--- config.mk ---
export PLATFORM = sky130hd
export DESIGN_NAME = hi_lo_muldiv_unit
export DESIGN_NICKNAME = d
export VERILOG_FILES = /design/src/rtl/hi_lo_muldiv_unit.sv
export SDC_FILE = /design/constraint.sdc
export NUM_CORES = 1
export LEC_CHECK = 0
export BUFFER_PORTS_ARGS = -buffer_cell sky130_fd_sc_hd__buf_4
export CELL_PAD_IN_SITES_DETAIL_PLACEMENT = 1
export CELL_PAD_IN_SITES_GLOBAL_PLACEMENT = 2
export CORE_MARGIN = 4
export CORE_UTILIZATION = 33
export DETAILED_ROUTE_END_ITERATION = 7
export GPL_TIMING_DRIVEN = 0
export PLACE_DENSITY = 0.76
export SYNTH_ARGS = -nofsm -noshare
export SYNTH_HDL_FRONTEND = slang
export SYNTH_SLANG_ARGS = --single-unit
--- constraint.sdc ---
create_clock -name clk -period 3.7 [get_ports clk]
set_input_delay 0.555 -clock clk [delete_from_list [all_inputs] [get_ports clk]]
set_output_delay 0.555 -clock clk [all_outputs]
set_load 0.005 [all_outputs]
--- src/rtl/hi_lo_muldiv_unit.sv ---
// HI/LO multiply/divide unit: iterative 32-bit MULT/MULTU/DIV/DIVU plus MTHI/MTLO/MFHI/MFLO.
// One result bit per cycle; busy stalls the issuing stage until the FIX cycle writes HI/LO.
//
//   state  | meaning
//   IDLE   | waiting for an issue; MT*/MF* handled here
//   MUL    | shift-add multiply, one multiplier bit per cycle
//   DIV    | restoring divide, one quotient bit per cycle
//   FIX    | sign correction and HI/LO write
module hi_lo_muldiv_unit (
  input  logic        clk,
  input  logic        reset_n,
  input  logic        start,
  input  logic [4:0]  alu_control,
  input  logic        LO_write_enable,
  input  logic        HI_write_enable,
  input  logic [31:0] op_a,
  input  logic [31:0] op_b,
  output logic        busy,
  output logic        done,
  output logic [31:0] hi,
  output logic [31:0] lo,
  output logic [31:0] mf_result
);

  localparam logic [4:0] OP_MTLO = 5'b10101;
  localparam logic [4:0] OP_MTHI = 5'b10110;
  localparam logic [4:0] OP_MFLO = 5'b11000;
  localparam logic [4:0] OP_MFHI = 5'b11001;

  typedef enum logic [1:0] {S_IDLE, S_MUL, S_DIV, S_FIX} state_t;

  state_t      r_state;
  state_t      w_state_nxt;
  logic [5:0]  r_cnt;
  logic [31:0] r_b;
  logic [63:0] r_acc;
  logic [32:0] r_rem;
  logic        r_is_div;
  logic        r_neg_q;
  logic        r_neg_r;
  logic        r_div_zero;
  logic        r_done;
  logic [31:0] r_hi;
  logic [31:0] r_lo;

  logic        w_idle;
  logic        w_accept;
  logic        w_mthi;
  logic        w_mtlo;
  logic        w_signed;
  logic        w_div_op;
  logic [31:0] w_abs_a;
  logic [31:0] w_abs_b;
  logic [32:0] w_mul_sum;
  logic [33:0] w_shift;
  logic [33:0] w_diff;
  logic        w_qbit;
  logic [63:0] w_prod;
  logic [31:0] w_quo;
  logic [31:0] w_rem;

  assign w_idle   = (r_state == S_IDLE);
  // MULT/MULTU/DIV/DIVU share the 100xx prefix; bit 1 selects divide, bit 0 unsigned.
  assign w_accept = start && w_idle && (alu_control[4:2] == 3'b100)
                    && LO_write_enable && HI_write_enable;
  assign w_mthi   = start && w_idle && (alu_control == OP_MTHI) && HI_write_enable;
  assign w_mtlo   = start && w_idle && (alu_control == OP_MTLO) && LO_write_enable;
  assign w_div_op = alu_control[1];
  assign w_signed = ~alu_control[0];
  assign w_abs_a  = (w_signed && op_a[31]) ? (~op_a + 32'd1) : op_a;
  assign w_abs_b  = (w_signed && op_b[31]) ? (~op_b + 32'd1) : op_b;

  assign w_mul_sum = {1'b0, r_acc[63:32]} + (r_acc[0] ? {1'b0, r_b} : 33'd0);

  // Remainder stays below the divisor, so the shifted value never exceeds 33 bits.
  assign w_shift = {r_rem, r_acc[31]};
  assign w_diff  = w_shift - {2'b00, r_b};
  assign w_qbit  = ~w_diff[33];

  assign w_prod = r_neg_q ? (~r_acc + 64'd1) : r_acc;
  assign w_quo  = r_div_zero ? 32'hFFFF_FFFF
                : (r_neg_q ? (~r_acc[31:0] + 32'd1) : r_acc[31:0]);
  assign w_rem  = r_neg_r ? (~r_rem[31:0] + 32'd1) : r_rem[31:0];

  always_ff @(posedge clk or negedge reset_n) begin
    if (!reset_n) begin
      r_state <= S_IDLE;
    end else begin
      r_state <= w_state_nxt;
    end
  end

  always_comb begin
    w_state_nxt = r_state;
    case (r_state)
      S_IDLE: begin
        if (w_accept) begin
          w_state_nxt = w_div_op ? S_DIV : S_MUL;
        end
      end
      S_MUL, S_DIV: begin
        if (r_cnt == 6'd31) begin
          w_state_nxt = S_FIX;
        end
      end
      S_FIX:   w_state_nxt = S_IDLE;
      default: w_state_nxt = S_IDLE;
    endcase
  end

  always_ff @(posedge clk or negedge reset_n) begin
    if (!reset_n) begin
      r_cnt      <= 6'd0;
      r_b        <= 32'd0;
      r_acc      <= 64'd0;
      r_rem      <= 33'd0;
      r_is_div   <= 1'b0;
      r_neg_q    <= 1'b0;
      r_neg_r    <= 1'b0;
      r_div_zero <= 1'b0;
      r_done     <= 1'b0;
      r_hi       <= 32'd0;
      r_lo       <= 32'd0;
    end else begin
      r_done <= (r_state == S_FIX);
      case (r_state)
        S_IDLE: begin
          if (w_accept) begin
            r_cnt      <= 6'd0;
            r_b        <= w_abs_b;
            r_acc      <= {32'd0, w_abs_a};
            r_rem      <= 33'd0;
            r_is_div   <= w_div_op;
            r_neg_q    <= w_signed && (op_a[31] ^ op_b[31]);
            r_neg_r    <= w_signed && w_div_op && op_a[31];
            r_div_zero <= w_div_op && (op_b == 32'd0);
          end else if (w_mthi) begin
            r_hi <= op_a;
          end else if (w_mtlo) begin
            r_lo <= op_a;
          end
        end
        S_MUL: begin
          r_acc <= {w_mul_sum, r_acc[31:1]};
          r_cnt <= r_cnt + 6'd1;
        end
        S_DIV: begin
          r_rem        <= w_qbit ? w_diff[32:0] : w_shift[32:0];
          r_acc[31:0]  <= {r_acc[30:0], w_qbit};
          r_cnt        <= r_cnt + 6'd1;
        end
        S_FIX: begin
          if (r_is_div) begin
            r_hi <= w_rem;
            r_lo <= w_quo;
          end else begin
            r_hi <= w_prod[63:32];
            r_lo <= w_prod[31:0];
          end
        end
        default: ;
      endcase
    end
  end

  assign busy = ~w_idle;
  assign done = r_done;
  assign hi   = r_hi;
  assign lo   = r_lo;

  always_comb begin
    mf_result = 32'd0;
    if (alu_control == OP_MFHI) begin
      mf_result = r_hi;
    end else if (alu_control == OP_MFLO) begin
      mf_result = r_lo;
    end
  end

endmodule

After elaboration in Yosys (flattened, before gate mapping). Cells that the tools add are included.

Add/subtract/negate cells: 8. Multipliers: 0. Div/mod/pow operators: 0. Magnitude comparators: 0. Eq/ne operators: 15. Shifts and indexed selects: 0. Muxes and demuxes: 30. Bitwise operators: 9. Reduce and logical (&&, ||, !) cells: 30.

Operators by type and width (count): $mux 32 (15); $pmux 32 s2 (3); $add 32x1->32 const B (4); $mux 64 (2); $not 32->32 (4); $pmux 32 s3 (1); $mux 33 (2); $pmux 33 s2 (1); $add 64x1->64 const B (1); $not 64->64 (1); $sub 34x32->34 (1); $add 32x32->33 (1); $logic_not 32->1 (1); $eq 5x5->1 const B (4); $logic_and 1x1->1 (14); $pmux 6 s2 (1); $reduce_and 2->1 (6); $ne 2x1->1 const B (4); $reduce_bool 2->1 (4); $add 6x1->6 const B (1); $eq 6x5->1 const B (1); $mux 2 (3); $mux 6 (1); $pmux 2 s3 (1); other kinds (11) (15).

Bits in registers: 206. Bits in latches: 0. RAM bits: 0. ROM bits: 0. Input port bits: 74. Output and inout port bits: 98. Word-level logic and storage cells: 105. Memories: 0.

Depth between registers and ports, before layout.
Word-level depth: 8. Gate-level depth with buffers: 15.

Worst setup path before layout. No wires, ideal clock.

Path type: register -> register. Start: register r_rem[7]. End: register r_rem[10]. Library setup time: 0.133 ns. Arrival time: 3.294 ns. Required time: 3.567 ns. Slack: 0.273 ns. Cell stages (with the launch flop): 14. Path through: dfrtp_1 ha_1 clkbuf_1 a211oi_1 o21bai_1 a221o_1 o2111ai_1 a21oi_1 nor3_1 xnor2_1 buf_1 buf_2 mux2i_1 o21ai_0.

Cells in the longest elaborated chain, start to end: 3.

RTL lines: start: declaration (RTL line 37) `logic [32:0] r_rem;`; start signal: assignment (RTL line 148) `r_rem <= w_qbit ? w_diff[32:0] : w_shift[32:0];`; $sub 34x32->34 (RTL line 77) `assign w_diff = w_shift - {2'b00, r_b};`; $mux 33 (RTL line 148); $pmux 33 s2 (RTL line 126) `case (r_state)`.

Every way passes these cells. A chain may end at the register's enable or synchronous reset.

Final worst setup path.
Start: register r_acc[22]. End: register r_hi[15] (netlist: hi[15]).

Cells in the longest elaborated chain, start to end: 5.

RTL lines: start: declaration (RTL line 36) `logic [63:0] r_acc;`; start signal: assignment (RTL line 131) `r_acc <= {32'd0, w_abs_a};`; start signal: assignment (RTL line 144) `r_acc <= {w_mul_sum, r_acc[31:1]};`; start signal: assignment (RTL line 149) `r_acc[31:0] <= {r_acc[30:0], w_qbit};`; $not 64->64 (RTL line 80) `assign w_prod = r_neg_q ? (~r_acc + 64'd1) : r_acc;`; $add 64x1->64 (RTL line 80); $mux 64 (RTL line 80); $mux 32 (RTL line 153) `if (r_is_div) begin`; $pmux 32 s2 (RTL line 126); end signal: assignment (RTL line 138) `r_hi <= op_a;`; end signal: assignment (RTL line 154) `r_hi <= w_rem;`; end signal: assignment (RTL line 157) `r_hi <= w_prod[63:32];`; end: declaration (RTL line 43) `logic [31:0] r_hi;`.

Every way passes these cells.

==> metrics <==
status finished with violations; failing checks negative hold slack, max-capacitance violations, max-slew violations; Crit-path slowest cell or4_1; die height 232 microns; R2R depth 11; non-filler instance count after layout 2985; area delta synth->final 20.9%; synth unique cells 71; type of origin of the critical path flop; antenna-violating nets left 0; Slew Limit Fails 1; setup TNS 0 ns; worst slack, placed -0.798 ns; largest net degree at the start of global routing 111; Post-Layout Inst Area 20100 sq um; final worst-path cycle share 0.972; WL final 73400 microns; Setup CP Type flop to flop; Nets 2448; Die W 232 microns; Clk Latency, worst-skew pair 0.57 ns; worst setup margin 0.105 ns; FF-to-FF Start r_acc[22]; max frequency 278 MHz; share of post-route cells with drive strength above 1 0.123; CTS Sinks 206; top-area cell type share of the netlist area 0.311; post-layout min period 3.60 ns; vias in the first global route 17.4k; fraction of registers with async set/reset 1.00; routed len/inst 24.6 microns; Fin. Hold Viols 7; cell row count 81; Crit. Startpoint r_acc[22]; Power Dens Cells 853 nW/um^2; Syn Std Cell Area 16600 sq um; Cells after Synth 2090; die area 53900 sq um; critical path arrival 4.02 ns; synth top area cells dfrtp_1, o21ai_0, nand2_1; DR iter-0 viols 1354; via count 17.4k; clock tree root driver cell clkbuf_16; Net Count, Synth 2239; crit path cell chain clkbuf_1 > or4_1 > or3_1 > clkbuf_1 > nor4_4 > nand3_1 > o41ai_2 > xor2_1 > o21ai_0 > mux2i_1 > o21ai_0; Hold WS -0.0295 ns; final setup skew 0.0209 ns; largest area contributor in the netlist dfrtp_1; #FFs+latches synth 206; Ys Warns 0; CP Capture Type flop; Worst slew margin -0.00490; DRC violations left 0; htree depth 1; count leader, synth nand2_1; Most used DFF post-synth dfrtp_1; Post-DP Area 18700 sq um; leakage power 8.73 nW; global-route wire length before repair 110000 microns; Vias/cell 5.83; worst-path maximum fanout 8; sequential area share after synthesis 0.311; Final setup viols 0; Ports 172; CTS tree done; Slew @ Worst Pin 1.50 ns; crit path to hi[15]; GRT Total Usage 0.263; top cells by count, synth nand2_1, o21ai_0, dfrtp_1; clk slew on worst S/H paths 0.06 ns; Worst EP required 4.12 ns; GP Congestion 0.893; Total Power 17.1 mW; dpl cells 2922; Starting Density 0.336; RSZ-0062 raised after global routing yes; maximum vdd drop 403 uV; internal reg-to-reg setup slack 0.10 ns; worst hold path type primary input to asynchronous set/reset pin; max_cap viols 1; CTS Buf Count 29; initial antenna violation count 3; detailed placement HPWL 58100 microns; Max Root-Sink Buffers 3; synthesized area per cell 7.94 sq um; DRT Pass-1 Iters 5; Core ar. 49400 sq um; final core occ 0.406; Post-synth EDFFs 0; capturing point of the worst reg2reg path hi[15]; CP max stage delay 0.58 ns; grt total ovfl 0; IO Port Bufs 167
-- cells in the final DEF (no fill, tap or decap), types with 11 or more instances in the layout --
cell type,instances
dfrtp_1,204
ha_1,73
o22ai_1,35
nand2_1,299
xnor2_1,122
nand2b_1,17
or3_1,32
o41ai_1,19
nor3_1,33
clkbuf_1,120
xor2_1,77
a22o_1,40
a221oi_1,31
mux2i_1,45
nand3_1,38
or4_1,17
o31ai_1,69
nor2_1,136
a211oi_1,11
a21oi_1,116
inv_1,71
o21ai_0,238
and3_1,27
buf_4,177
a21o_1,29
clkbuf_16,29
-- routing by layer --
layer,global-route usage,routed length [microns],up-vias
met4,0.0594,1680,0
met1,0.382,34300,8851
met3,0.0309,4120,86
met5,0,0,-
met2,0.420,33300,483
li1,-,-,7996
-- critical path: cells and delay by family, from the launching register on --
kind	cells	cell delay, ns
simple gates	4	1.49
buf+inv	2	0.48
flops	1	0.36
mux	1	0.21
compound gates	3	0.58
xor+xnor	1	0.33
-- power by group --
group          total, mW  internal [mW]  leakage [nW]  switching, mW
Sequential          4.07           3.03          2.68           1.04
Combinational       9.83           3.71          5.52           6.11
Clock               3.20           2.04         0.523           1.17
Total               17.1           8.77          8.73           8.33
-- worst min-delay path by stage --
stage                     cells after the start      end    start
after floorplan                               0     done  reset_n
after global placement                        2  r_b[26]  r_b[26]
after detailed placement                      2  r_b[15]  r_b[15]
after CTS                                     1   lo[20]  reset_n
after global routing                          1   lo[19]  reset_n
final                                         1   lo[18]  reset_n
-- sequential cells by signal, indices dropped and copies added (netlist names) --
name	cells
r_div_zero	1
hi	32
r_state	2
done	1
r_neg_r	1
r_b	32
r_cnt	6
r_neg_q	1
lo	32
r_acc	64
r_rem	33
r_is_div	1
-- layout make-up --
| cell class | instances | area (sq um) |
|---|---|---|
| Multi-Input combinational cell | 1669 | 10800 |
| Timing Repair Buffer | 180 | 1380 |
| Clock inverter | 15 | 265 |
| Inverter | 73 | 274 |
| Fill cell | 6015 | 29300 |
| Clock buffer | 37 | 816 |
| Buffer | 140 | 561 |
| Sequential cell | 206 | 5160 |
| Tap cell | 664 | 831 |
| Antenna cell | 1 | 2.50 |
-- what timing repair did --
action | in CTS | in global routing
hold buffers | 0 | 0
resized for setup | 19 | 32
gates cloned | 0 | 0
setup buffers | 2 | 9
setup endpoints to repair | 56 | 64
pin swaps | 1 | 4
-- cells by family (layout without fill, tap and decap cells) --
logic type                 after synthesis  in the layout  synth area share
AOI/OAI and AO/OA                      685            685             0.265
and+or+nand+nor                        665            665             0.186
buffers and inverters                  215            445            0.0492
DFF                                    206            206             0.311
xor gates and xnor gates               199            199             0.105
adders and majority gates               75             75            0.0575
muxes                                   45             45            0.0272
other                                    0              1                 0
(Power assumes the default switching activity.)
